[config.mk]
export PLATFORM = sky130hd
export DESIGN_NAME = wb_arbiter
export DESIGN_NICKNAME = d
export VERILOG_FILES = /design/src/rtl/wb_arbiter.sv
export SDC_FILE = /design/constraint.sdc
export NUM_CORES = 1
export LEC_CHECK = 0
export CELL_PAD_IN_SITES_DETAIL_PLACEMENT = 0
export CELL_PAD_IN_SITES_GLOBAL_PLACEMENT = 1
export CORE_MARGIN = 2
export CORE_UTILIZATION = 33
export DETAILED_ROUTE_END_ITERATION = 6
export GPL_ROUTABILITY_DRIVEN = 0
export HOLD_SLACK_MARGIN = 0.05
export PLACE_DENSITY_LB_ADDON = 0.1
export SKIP_LAST_GASP = 1
export SLEW_MARGIN = 40
export SYNTH_ARGS = -nofsm -noshare
export SYNTH_HDL_FRONTEND = slang
export SYNTH_SLANG_ARGS = --single-unit
[constraint.sdc]
create_clock -name i_clk -period 3.2 [get_ports i_clk]
set_clock_uncertainty 0.2 [all_clocks]
set_input_delay 0.64 -clock i_clk [delete_from_list [all_inputs] [get_ports i_clk]]
set_output_delay 0.64 -clock i_clk [all_outputs]
set_load 0.005 [all_outputs]
[src/rtl/wb_arbiter.sv]
// Write-back arbiter: merges the unstallable ALU path and a valid/ready long-unit path
// into one registered register-file write per cycle. Define WB_BYPASS_EN for write->read bypass.
`ifndef WORD_SIZE
`define WORD_SIZE 32
`endif

module wb_arbiter #(
  parameter int unsigned WORD_SIZE = `WORD_SIZE
) (
  input  logic                 i_clk,
  input  logic                 i_rst_n,
  input  logic                 i_alu_valid,
  input  logic [4:0]           i_alu_rd,
  input  logic [WORD_SIZE-1:0] i_alu_data,
  input  logic                 i_lu_valid,
  output logic                 o_lu_ready,
  input  logic [4:0]           i_lu_rd,
  input  logic [WORD_SIZE-1:0] i_lu_data,
  input  logic                 i_issue_valid,
  input  logic [4:0]           i_issue_rd,
  output logic [31:0]          o_busy,
  output logic                 o_Wen,
  output logic [4:0]           o_Wnum,
  output logic [WORD_SIZE-1:0] o_Wd,
  input  logic [4:0]           i_Rnum1,
  input  logic [4:0]           i_Rnum2,
  input  logic [WORD_SIZE-1:0] i_Rd1,
  input  logic [WORD_SIZE-1:0] i_Rd2,
  output logic [WORD_SIZE-1:0] o_Rd1,
  output logic [WORD_SIZE-1:0] o_Rd2
);

  logic [4:0]           fifo_rd   [2];
  logic [WORD_SIZE-1:0] fifo_data [2];
  logic                 wr_ptr;
  logic                 rd_ptr;
  logic [1:0]           count;

  logic                 push;
  logic                 pop;
  logic [4:0]           head_rd;
  logic [WORD_SIZE-1:0] head_data;
  logic [1:0]           count_next;
  logic [31:0]          busy_next;

  // Ready is held low during reset even though the emptied FIFO would allow it.
  assign o_lu_ready = i_rst_n && (count != 2'd2);

  always_comb begin
    push      = i_lu_valid && o_lu_ready;
    pop       = !i_alu_valid && (count != 2'd0);
    head_rd   = fifo_rd[rd_ptr];
    head_data = fifo_data[rd_ptr];
    case ({push, pop})
      2'b10:   count_next = count + 2'd1;
      2'b01:   count_next = count - 2'd1;
      default: count_next = count;
    endcase
  end

  // Set is applied after clear so a same-cycle issue to the popped register wins.
  always_comb begin
    busy_next = o_busy;
    if (pop && (head_rd != 5'd0))
      busy_next[head_rd] = 1'b0;
    if (i_issue_valid && (i_issue_rd != 5'd0))
      busy_next[i_issue_rd] = 1'b1;
    busy_next[0] = 1'b0;
  end

  always_ff @(posedge i_clk) begin
    if (push) begin
      fifo_rd[wr_ptr]   <= i_lu_rd;
      fifo_data[wr_ptr] <= i_lu_data;
    end
  end

  always_ff @(posedge i_clk or negedge i_rst_n) begin
    if (!i_rst_n) begin
      wr_ptr <= 1'b0;
      rd_ptr <= 1'b0;
      count  <= '0;
      o_busy <= '0;
      o_Wen  <= 1'b0;
      o_Wnum <= '0;
      o_Wd   <= '0;
    end else begin
      if (push)
        wr_ptr <= ~wr_ptr;
      if (pop)
        rd_ptr <= ~rd_ptr;
      count  <= count_next;
      o_busy <= busy_next;
      if (i_alu_valid) begin
        o_Wen  <= (i_alu_rd != 5'd0);
        o_Wnum <= i_alu_rd;
        o_Wd   <= i_alu_data;
      end else if (pop) begin
        o_Wen  <= (head_rd != 5'd0);
        o_Wnum <= head_rd;
        o_Wd   <= head_data;
      end else begin
        o_Wen  <= 1'b0;
      end
    end
  end

`ifdef WB_BYPASS_EN
  always_comb begin
    o_Rd1 = i_Rd1;
    o_Rd2 = i_Rd2;
    if (o_Wen && (o_Wnum == i_Rnum1) && (i_Rnum1 != 5'd0))
      o_Rd1 = o_Wd;
    if (o_Wen && (o_Wnum == i_Rnum2) && (i_Rnum2 != 5'd0))
      o_Rd2 = o_Wd;
  end
`else
  always_comb begin
    o_Rd1 = i_Rd1;
    o_Rd2 = i_Rd2;
  end
`endif

endmodule

Word level (Yosys, flattened, before mapping)
Memories as Yosys holds them, arrays and structs flattened.
Cells that the tools add are included.
{"block": "totals", "output_inout_bits": 135, "regBits": 73, "memories": 2, "ram_bits": 74}
{"name": "fifo_data", "words": 2, "word_bits": 32, "rd": 1, "rd_ports_with_merged_regs": 0, "wr": 1, "line": "34", "text": "logic [WORD_SIZE-1:0] fifo_data [2];"}
{"name": "fifo_rd", "words": 2, "word_bits": 5, "rd": 1, "rd_ports_with_merged_regs": 0, "wr": 1, "line": "33", "text": "logic [4:0] fifo_rd [2];"}
{"block": "classes", "eq_ne": 3, "addsub": 2, "n_bitwise": 5, "muxes": 15, "n_reduce_logical": 14, "n_lt_le_gt_ge": 4}
{"cell": "$mux W32", "count": 4}
{"cell": "$and A32 B32 Y32", "count": 1}
{"cell": "$not A32 Y32", "count": 1}
{"cell": "$or A32 B32 Y32", "count": 1}
{"cell": "$reduce_bool A5 Y1", "count": 3}
{"cell": "$lt A5 B6 Y1 const B", "count": 2}
{"cell": "$demux W1 S5", "count": 2}
{"cell": "$ge A5 B1 Y1 const B", "count": 2}
{"cell": "$mux W5", "count": 2}
{"cell": "$logic_and A1 B1 Y1", "count": 7}
{"cell": "$mux W1", "count": 6}
{"cell": "$reduce_bool A2 Y1", "count": 3}
{"cell": "$pmux W2 S2", "count": 1}
{"cell": "$add A2 B1 Y2 const B", "count": 1}
{"cell": "$eq A2 B1 Y1 const B", "count": 1}
{"cell": "$eq A2 B2 Y1 const B", "count": 1}
{"cell": "$ne A2 B2 Y1 const B", "count": 1}
{"cell": "$not A1 Y1", "count": 2}
{"cell": "$sub A2 B1 Y2 const B", "count": 1}
{"cell": "$logic_not A1 Y1", "count": 1}

Logic depth before layout (Yosys ltp)
Gate-level depths: netlist (run 1).
An unclocked memory read counts as a cell.
{"block": "logic_depth", "depth_word": 10, "ltp_mapped": 8, "ltp_nobuf": 6}

Worst setup path after synthesis (run 1)
No wires, ideal clock.
{"block": "synth_path", "path_type": "in2reg", "from": "input port i_lu_valid", "to": "memory fifo_data[0][0] (netlist name) (enable)", "path_stages": 2, "setup_ns": 0.431, "n_path_buf": 0, "setup_slack_ns": 0.203, "t_arrival_ns": 2.366, "path_cell_list": "o211ai_1 > nor2_1"}
{"block": "synth_via", "elab_chain_cells": 3}
{"item": "from (decl)", "line": "15", "text": "input logic i_lu_valid,"}
{"item": "$logic_and A1 B1 Y1", "line": "50", "text": "push = i_lu_valid && o_lu_ready;"}
{"item": "$mux W1", "line": "72", "text": "if (push) begin"}
{"item": "$mux W1 (not written as such)", "line": "74", "text": "fifo_data[wr_ptr] <= i_lu_data;"}
{"item": "to (decl)", "line": "34"}
Every way passes these cells.

Worst setup path after layout (run 1)
{"block": "layout_path", "from": "register count[1]", "to": "output port o_lu_ready"}
{"block": "layout_via", "elab_chain_cells": 2}
{"item": "from (decl)", "line": "37", "text": "logic [1:0] count;"}
{"item": "from (signal assigned)", "line": "92", "text": "count <= count_next;"}
{"item": "$ne A2 B2 Y1", "line": "47", "text": "assign o_lu_ready = i_rst_n && (count != 2'd2);"}
{"item": "$logic_and A1 B1 Y1", "line": "47"}
{"item": "to (decl)", "line": "16", "text": "output logic o_lu_ready,"}
Every way passes these cells.

==> metrics.txt, run 1 <==
Period minus WS final=2480 ps; FP Rows=52; Slew @ Worst Pin=806 ps; final setup vio count=0; Area contributors post-synth=edfxtp_1, dfrtp_1, buf_4; startpoint types=flop; I/O Buffers=between 150 and 200; Fmax=403 MHz; io pins=293; WL/cell=19.1 microns; post-synthesis register bit count=147; Place WS=between 700 and 800 ps; Mapped Cells=537; Commonest cells post-synth=edfxtp_1, dfrtp_1, buf_4; run status=complete, no violations; hold crit path type=in -> async; CTS tree=yes; H-Tree Depth=4; Remaining DRCs=0; Setup crit end kind=primary output; vias in the first global route=4882; Post-Route WL=between 15000 and 20000 microns; Worst-Skew Late Latency=420 ps; Core ar.=slightly above 20000 sq um; syn_area_per_cell=12.8 sq um; Final WS setup=720 ps; largest net degree at the start of global routing=76; critical path, cell by cell=inv_1 -> o21a_1 -> clkdlybuf4s50_1; Hold Fails Final Rpt=0; CP max-delay cell=clkdlybuf4s50_1; Detailed Route Iter0 Violations=262; Async S/R FF share, synth=about half; setup repair bufs after CTS=0; Final Max Slew Viols=0; Syn Std Cell Area=about 7000 sq um; Yosys cell types=38; Post-synth top flop=edfxtp_1; LEAKAGE=0.00336 uW; Antenna Violating Nets Remaining=0; crit-path max cell delay=about 530 ps; Synth Warn #=0; full die area=21900 sq um; non-filler cells, final=a little over 900; filler instances=1933; total grt overflow=0; register area share after synthesis=59.1%; number of synthesized flops with an enable pin=74; post-route core utilization=43.3%; CP arrival=roughly 1600 ps; fin crit share=77.5%; first-pass GRT wire length=27500 microns; slew margin rel.=between 40 and 50%; RSZ-0062 raised after global routing=false; syn_nets=696; Hold-fix buffers, CTS=0; via count=between 4000 and 5000; Die W=between 100 and 150 microns; hpwl dp=12100 microns; synthesis-to-layout area growth=28.3%; Resize count post-CTS=0; total track usage=16.5%; TritonCTS buffer count=17; Clock Path Buffers=2; Final #Nets=788; Worst Path Class, Setup=reg -> out; count leader, synth=edfxtp_1; maximum VDD drop=about 0.52 mV; initial antenna violation count=2; Fin Setup TNS=0 ps; vias per cell=4.88; clk root buf=clkbuf_16; Pwr per Cell Area=724 nW/um^2; R2R Setup Slk=between 1000 and 1500 ps; Req. time, crit path=2360 ps; Die Y=roughly 150 microns; clock sink count=147; Worst-path clk slew=60 ps; Hold WS=96.0 ps; Synth area leader=edfxtp_1; Max FO, Critical Path=3; Max-Cap Viols=0; ratio of cells with drive above 1 in the final layout=14.5%; drt pass-1 iters=6; placed cell count=880; Initial Utilization=roughly a third; area share of the largest cell type after synthesis=32.4%
## logic make-up after synthesis
logic type                 share of synthesized area [%]
DFF                                                 59.1
buffers and inverters                               11.3
AOI/OAI and AO/OA                                   11.3
muxes                                               11.7
and+or+nand+nor                                     5.72
xor gates and xnor gates                           0.639
adders and majority gates                          0.183
other                                             0.0547
## critical path, delay by kind of cell, from the launching register on
family	cells	cell delay (ps)
buffers and inverters	2	660
AO/OA/AOI/OAI	1	160
flip-flops	1	410
## metal layers
| layer | routed length (microns) | GRT usage (%) |
|---|---|---|
| met5 | 0 | 0 |
| met4 | 444 | 6.86 |
| met3 | 1650 | 7.33 |
| met2 | 8450 | 27.0 |
| met1 | 6960 | 18.9 |
## state kept, by name, summed over array words and instances, names as in the netlist
name and cells:
fifo_data 64, count 2, o_Wnum 5, o_Wd 32, o_Wen 1, o_busy 31, wr_ptr 1, fifo_rd 10
rd_ptr 1
## where the power goes
group          internal, uW  total (uW)  switching, uW  leakage (uW)
clock network          1230        2020            793      0.000283
logic                  1000        1830            826       0.00162
registers              2310        2510            207       0.00145
## final cells by class
type	instances	area [sq um]	area share, %
sequential	147	4050	46.1
clock inverter	12	158	1.79
timing repair buffer	164	1640	18.7
clock buffer	20	437	4.97
antenna	2	5.00	0.0569
multi-input combinational	266	2040	23.2
tap	270	338	3.84
inverter	33	124	1.41
## worst paths after layout
path | cells after the start | endpoint | from
max in group asynchronous | 2 | rd_ptr | i_rst_n
max | 3 | o_lu_ready | count[1]
min reg2reg | 2 | o_busy[31] | o_busy[31]
max reg2reg | 4 | o_Wd[24] | rd_ptr
min in group i_clk | 2 | o_busy[31] | o_busy[31]
min | 2 | o_Wd[16] | i_rst_n
## stage by stage
step | power (uW) | instance area (sq um)
2_1_floorplan | 3730 | 6850
3_3_place_gp | 4390 | 8190
3_5_place_dp | 4410 | 8190
4_1_cts | 6450 | 8790
5_1_grt | 6710 | 8790
6_report | 6360 | 8790
## cells in the final DEF (no fill, tap or decap), types with 5 or more instances in the layout
cell type        Yosys  layout
edfxtp_1            74      74
nand2_1             37      37
mux2_2              36      36
clkbuf_16            0      17
or3b_1               6       6
a211oi_2             9       9
clkdlybuf4s50_1      0     151
xnor2_1              5       5
nand3b_1             6       6
inv_1               33      33
mux2i_1             37      37
dfrtp_1             73      72
o21ai_0             67      67
a32oi_1             31      31
buf_4               68       9
Note: power is estimated with default switching activity, not from simulation.
==> inputs of run 2 (changes only) <==
==> constraint.sdc (replaced) <==
create_clock -name i_clk -period 2.3 [get_ports i_clk]
set_clock_uncertainty 0.2 [all_clocks]
set_input_delay 0.46 -clock i_clk [delete_from_list [all_inputs] [get_ports i_clk]]
set_output_delay 0.46 -clock i_clk [all_outputs]
set_load 0.005 [all_outputs]
==> metrics.txt, run 2 (synthesized netlist as in run 1, its figures left out) <==
Cell Area, Placed=8260 sq um (+0.81%); fin crit share=88.9%; highest routing layer actually used=met5; hold crit path type=in -> reg; Worst-path clk slew=60 ps (about the same); Worst R2R Path Depth=3 (-1); Critical R2R Capture=o_busy[12]; clock sink count=147 (unchanged); filler instances=1903 (-1.6%); Pwr per Cell Area=1000 nW/um^2 (+39%); Req. time, crit path=2380 ps (+20 ps); Die W=148 microns (unchanged); via count=4557 (+2.2%); Fin Setup TNS=0 ps (unchanged); maximum VDD drop=0.519 mV (about the same); critical path, cell by cell=or3b_1 -> a211oi_2 -> o21ai_0; CTS tree=yes; Detailed Route Iter0 Violations=265 (+1.1%); crit-path leading delay family=compound AO/OA/AOI/OAI gates; vias in the first global route=4786 (-2.0%); slew margin rel.=53.9% (+7.7 points); Clock Path Buffers=2 (unchanged); R2R Setup Slk=260 ps (-820 ps); Final WS setup=256 ps (-464 ps); met2 WL=8560 microns (+1.3%); I/O Buffers=153 (unchanged); TritonCTS buffer count=17 (unchanged); hpwl dp=12200 microns (+1.4%); Worst Path Class, Setup=reg -> reg; Die Y=148 microns (unchanged); Max-Cap Viols=0 (unchanged); biggest regs=fifo_data (64), o_Wd (32), o_busy (31); Post-Route WL=17900 microns (+2.3%); Hold Fails Final Rpt=0 (unchanged); FP Rows=52 (unchanged); Max FO, Critical Path=25 (+22); CP max-delay cell=dfrtp_2; Initial Utilization=33.7% (unchanged); initial antenna violation count=2 (unchanged); hold path cells=3; most frequent cells in the layout=clkdlybuf4s50_1, edfxtp_1, dfrtp_1; startpoint types=flop; Slew @ Worst Pin=692 ps (-114 ps); hold endpoint=wr_ptr; Antenna Violating Nets Remaining=0 (unchanged); Fmax=a little under 500 MHz; Final #Nets=794 (+0.76%); WL/cell=19.5 microns (+1.7%); total track usage=16.4% (-0.12 points); vias per cell=4.96 (+1.6%); Hold WS=327 ps (+231 ps); WP buf/inv=0 (-2); Finished Cell Area=8860 sq um (+0.77%); ratio of cells with drive above 1 in the final layout=15.6% (+1.1 points); critical path depth=3 (unchanged); Place WS=187 ps (-542 ps); Top reg by flops=fifo_data; commonest non-fill, non-tap cell in the layout=clkdlybuf4s50_1; setup repair bufs after CTS=0 (unchanged); io pins=293 (unchanged); full die area=21900 sq um (unchanged); Setup crit end kind=flop; run status=complete, no violations; CP arrival=2120 ps (+480 ps); Final Max Slew Viols=0 (unchanged); met3 wire length=1360 microns (-17%); M1 wire length=7510 microns (+8.0%); Period minus WS final=2040 ps; RSZ-0062 raised after global routing=false; LEAKAGE=0.00340 uW (+1.3%); Remaining DRCs=0 (unchanged); total grt overflow=0 (unchanged); max reg flops=64 (unchanged); FF-to-FF Start=rd_ptr; crit-path max cell delay=580 ps (+50 ps); final setup vio count=0 (unchanged); Core ar.=20300 sq um (unchanged); HP Start=i_rst_n; H-Tree Depth=4 (unchanged); first-pass GRT wire length=27200 microns (-1.2%); drt pass-1 iters=5 (-1); largest net degree at the start of global routing=76 (unchanged); Worst-Skew Late Latency=410 ps (about the same); synthesis-to-layout area growth=29.3%; clk root buf=clkbuf_16
[run 2: cell types whose count changed in the layout (fill, tap and decap cells not counted), moves of 2 or more]
cell,previous run,this run
buf_12,3,5
buf_4,9,11
clkbuf_1,3,1
clkinv_4,3,1
clkinvlp_4,2,4
inv_6,2,4
[run 2: cell type report]
type / count / area (sq um) / area share [%]
Multi-Input combinational cell: 266 / 2040 / 23.0
Tap cell: 270 / 338 / 3.81
Clock buffer: 18 / 429 / 4.84
Sequential cell: 147 / 4050 / 45.7
Clock inverter: 14 / 154 / 1.74
Antenna cell: 1 / 2.50 / 0.0282
Timing Repair Buffer: 170 / 1730 / 19.5
Inverter: 33 / 124 / 1.40
[run 2: worst reg2reg max path: stages, from the launching register on]
cell,delay (ps)
dfrtp_2,580
or3b_1,540
a211oi_2,460
o21ai_0,140
[run 2: what timing repair did]
item                                    CTS  global route
hold endpoints to repair                 38             0
hold buffers                              1             0
endpoints found under the setup margin    1             1
gates resized for setup                   1             1
[run 2: power by group]
part           total [uW]  switching, uW  internal (uW)
Sequential           3520            310           3210
Combinational        2610           1160           1450
Clock                2770           1150           1610
Total                8900           2630           6270
[run 2: metrics by stage]
stage                     std cells  power [uW]  utilization [%]
final                           919        8900             43.6
after global routing            918        9370             43.6
after CTS                       918        9030             43.6
after detailed placement        885        6220             40.7
after global placement          885        6180             40.7
after floorplan                 537        5190                -
[run 2: how the worst max path moves through the flow]
stage / end / slack [ps] / from
floorplan: fifo_data[0][0] / 20 / count[1]
global route: o_busy[10] / 160 / rd_ptr
global placement: fifo_data[0][5] / 210 / i_lu_valid
detailed placement: fifo_data[0][5] / 190 / i_lu_valid
CTS: o_lu_ready / 2 / count[0]
finish: o_busy[12] / 260 / rd_ptr
[run 2: routing by layer]
layer	GRT usage, %	vias to the layer above
met5	0	-
met4	6.57	2
met3	5.49	46
met2	27.0	197
met1	19.8	2220
li1	-	2092
==> inputs of run 3 (changes only) <==
--- a/config.mk
+++ b/config.mk
@@ -8,7 +8,8 @@
 export CELL_PAD_IN_SITES_DETAIL_PLACEMENT = 0
 export CELL_PAD_IN_SITES_GLOBAL_PLACEMENT = 1
 export CORE_MARGIN = 2
-export CORE_UTILIZATION = 33
+export CORE_UTILIZATION = 34
+export CTS_BUF_LIST = sky130_fd_sc_hd__clkbuf_2
 export DETAILED_ROUTE_END_ITERATION = 6
 export GPL_ROUTABILITY_DRIVEN = 0
 export HOLD_SLACK_MARGIN = 0.05
==> metrics.txt, run 3 (synthesized netlist as in run 1, its figures left out) <==
full die area=21300 sq um (-2.9%); Worst Path Class, Setup=reg -> out; Final #Nets=880 (+11%); io pins=293 (unchanged); Final Max Slew Viols=0 (unchanged); CTS tree=yes; Antenna Violating Nets Remaining=0 (unchanged); post-route core utilization=46.6% (+3.0 points); Core ar.=19600 sq um (-3.5%); clk root buf=clkbuf_2; Worst-path clk slew=200 ps (+140 ps); Period minus WS final=2140 ps (+92.7 ps); drt pass-1 iters=4 (-1); Max-Cap Viols=0 (unchanged); CP arrival=1480 ps (-640 ps); I/O Buffers=153 (unchanged); Worst-Skew Late Latency=680 ps (+270 ps); ratio of cells with drive above 1 in the final layout=18.9% (+3.4 points); Place WS=215 ps (+28.2 ps); total track usage=17.0% (+0.61 points); max reg flops=64 (unchanged); commonest non-fill, non-tap cell in the layout=clkdlybuf4s50_1; synthesis-to-layout area growth=33.3%; initial antenna violation count=1 (-1); Req. time, crit path=1640 ps (-740 ps); largest net degree at the start of global routing=76 (unchanged); Fin Setup TNS=0 ps (unchanged); Hold Fails Final Rpt=0 (unchanged); H-Tree Depth=4 (unchanged); biggest regs=fifo_data (64), o_Wd (32), o_busy (31); clock sink count=147 (unchanged); Die W=146 microns (-1.4%); Setup crit end kind=primary output; Die Y=146 microns (-1.4%); total grt overflow=0 (unchanged); run status=complete, no violations; RSZ-0062 raised after global routing=false; WL/cell=17.9 microns (-8.3%); final setup vio count=0 (unchanged); Slew @ Worst Pin=690 ps (-2.11 ps); Max FO, Critical Path=3 (-88%); vias in the first global route=5130 (+7.2%); Top reg by flops=fifo_data; PnR Total Power=7370 uW (-17%); LEAKAGE=0.00359 uW (+5.7%); most frequent cells in the layout=clkdlybuf4s50_1, edfxtp_1, dfrtp_1; placed cell count=880 (-0.56%); non-filler cells, final=1000 (+8.8%); slew margin rel.=54.0% (+0.14 points); hpwl dp=12100 microns (-1.1%); first-pass GRT wire length=28000 microns (+2.9%); Remaining DRCs=0 (unchanged); startpoint types=flop; via count=4808 (+5.5%); Pwr per Cell Area=807 nW/um^2 (-20%); Final WS setup=163 ps (-92.7 ps); TritonCTS buffer count=17 (unchanged); Post-Route WL=17900 microns (-0.23%); fin crit share=92.9% (+4.0 points); Initial Utilization=35.0% (+1.2 points); maximum VDD drop=0.327 mV (-37%); vias per cell=4.81 (-3.0%); Fmax=468 MHz (-4.3%); hold crit path type=in -> reg; Clock Path Buffers=2 (unchanged); Detailed Route Iter0 Violations=226 (-15%); FP Rows=51 (-1.9%)
## run 3: final timing paths
kind	start	to	slack, ps	cells after the start
max reg2reg	count[1]	count[1]	270	8
min	i_alu_data[18]	o_Wd[18]	130	3
min reg2reg	wr_ptr	wr_ptr	360	1
min in group asynchronous	i_rst_n	o_busy[24]	290	3
max in group asynchronous	i_rst_n	rd_ptr	1080	3
max	count[1]	o_lu_ready	160	3
## run 3: per-stage QoR
step	hold WS, ps	cell area, sq um
2_1_floorplan	-35.6	6850
3_3_place_gp	327	8240
5_1_grt	50.2	9130
3_5_place_dp	334	8240
4_1_cts	51.8	8990
6_report	127	9130
## run 3: power by group
part / switching, uW / leakage (uW) / internal (uW)
registers: 262 / 0.00145 / 3200
logic: 1210 / 0.00203 / 1420
clock network: 984 / 0.000115 / 295
total: 2450 / 0.00359 / 4920
## run 3: final cells by class
type	count	area (sq um)
antenna	1	2.50
clock buffer	18	90.1
clock inverter	14	105
sequential	147	4050
fill	1840	10500
multi-input combinational	266	2040
inverter	33	124
tap	265	332
timing repair buffer	256	2390
## run 3: critical path, cell delays in order, from the launching register on
cell and delay [ps]:
dfrtp_1 440, inv_2 90, o21a_1 150, clkbuf_2 130
## run 3: layer usage
layer	vias to the layer above	part of all wire [%]	global-route usage [%]
li1	2261	-	-
met1	2317	43	20.2
met2	191	47	27.6
met3	39	7.6	6.33
met4	0	2.4	7.35
met5	-	0	0
## run 3: what timing repair did
action	4_1_cts	5_1_grt
resized for setup	72	2
hold buffers	40	12
hold endpoints to repair	122	21
buffers inserted	32	3
setup endpoints to repair	70	1
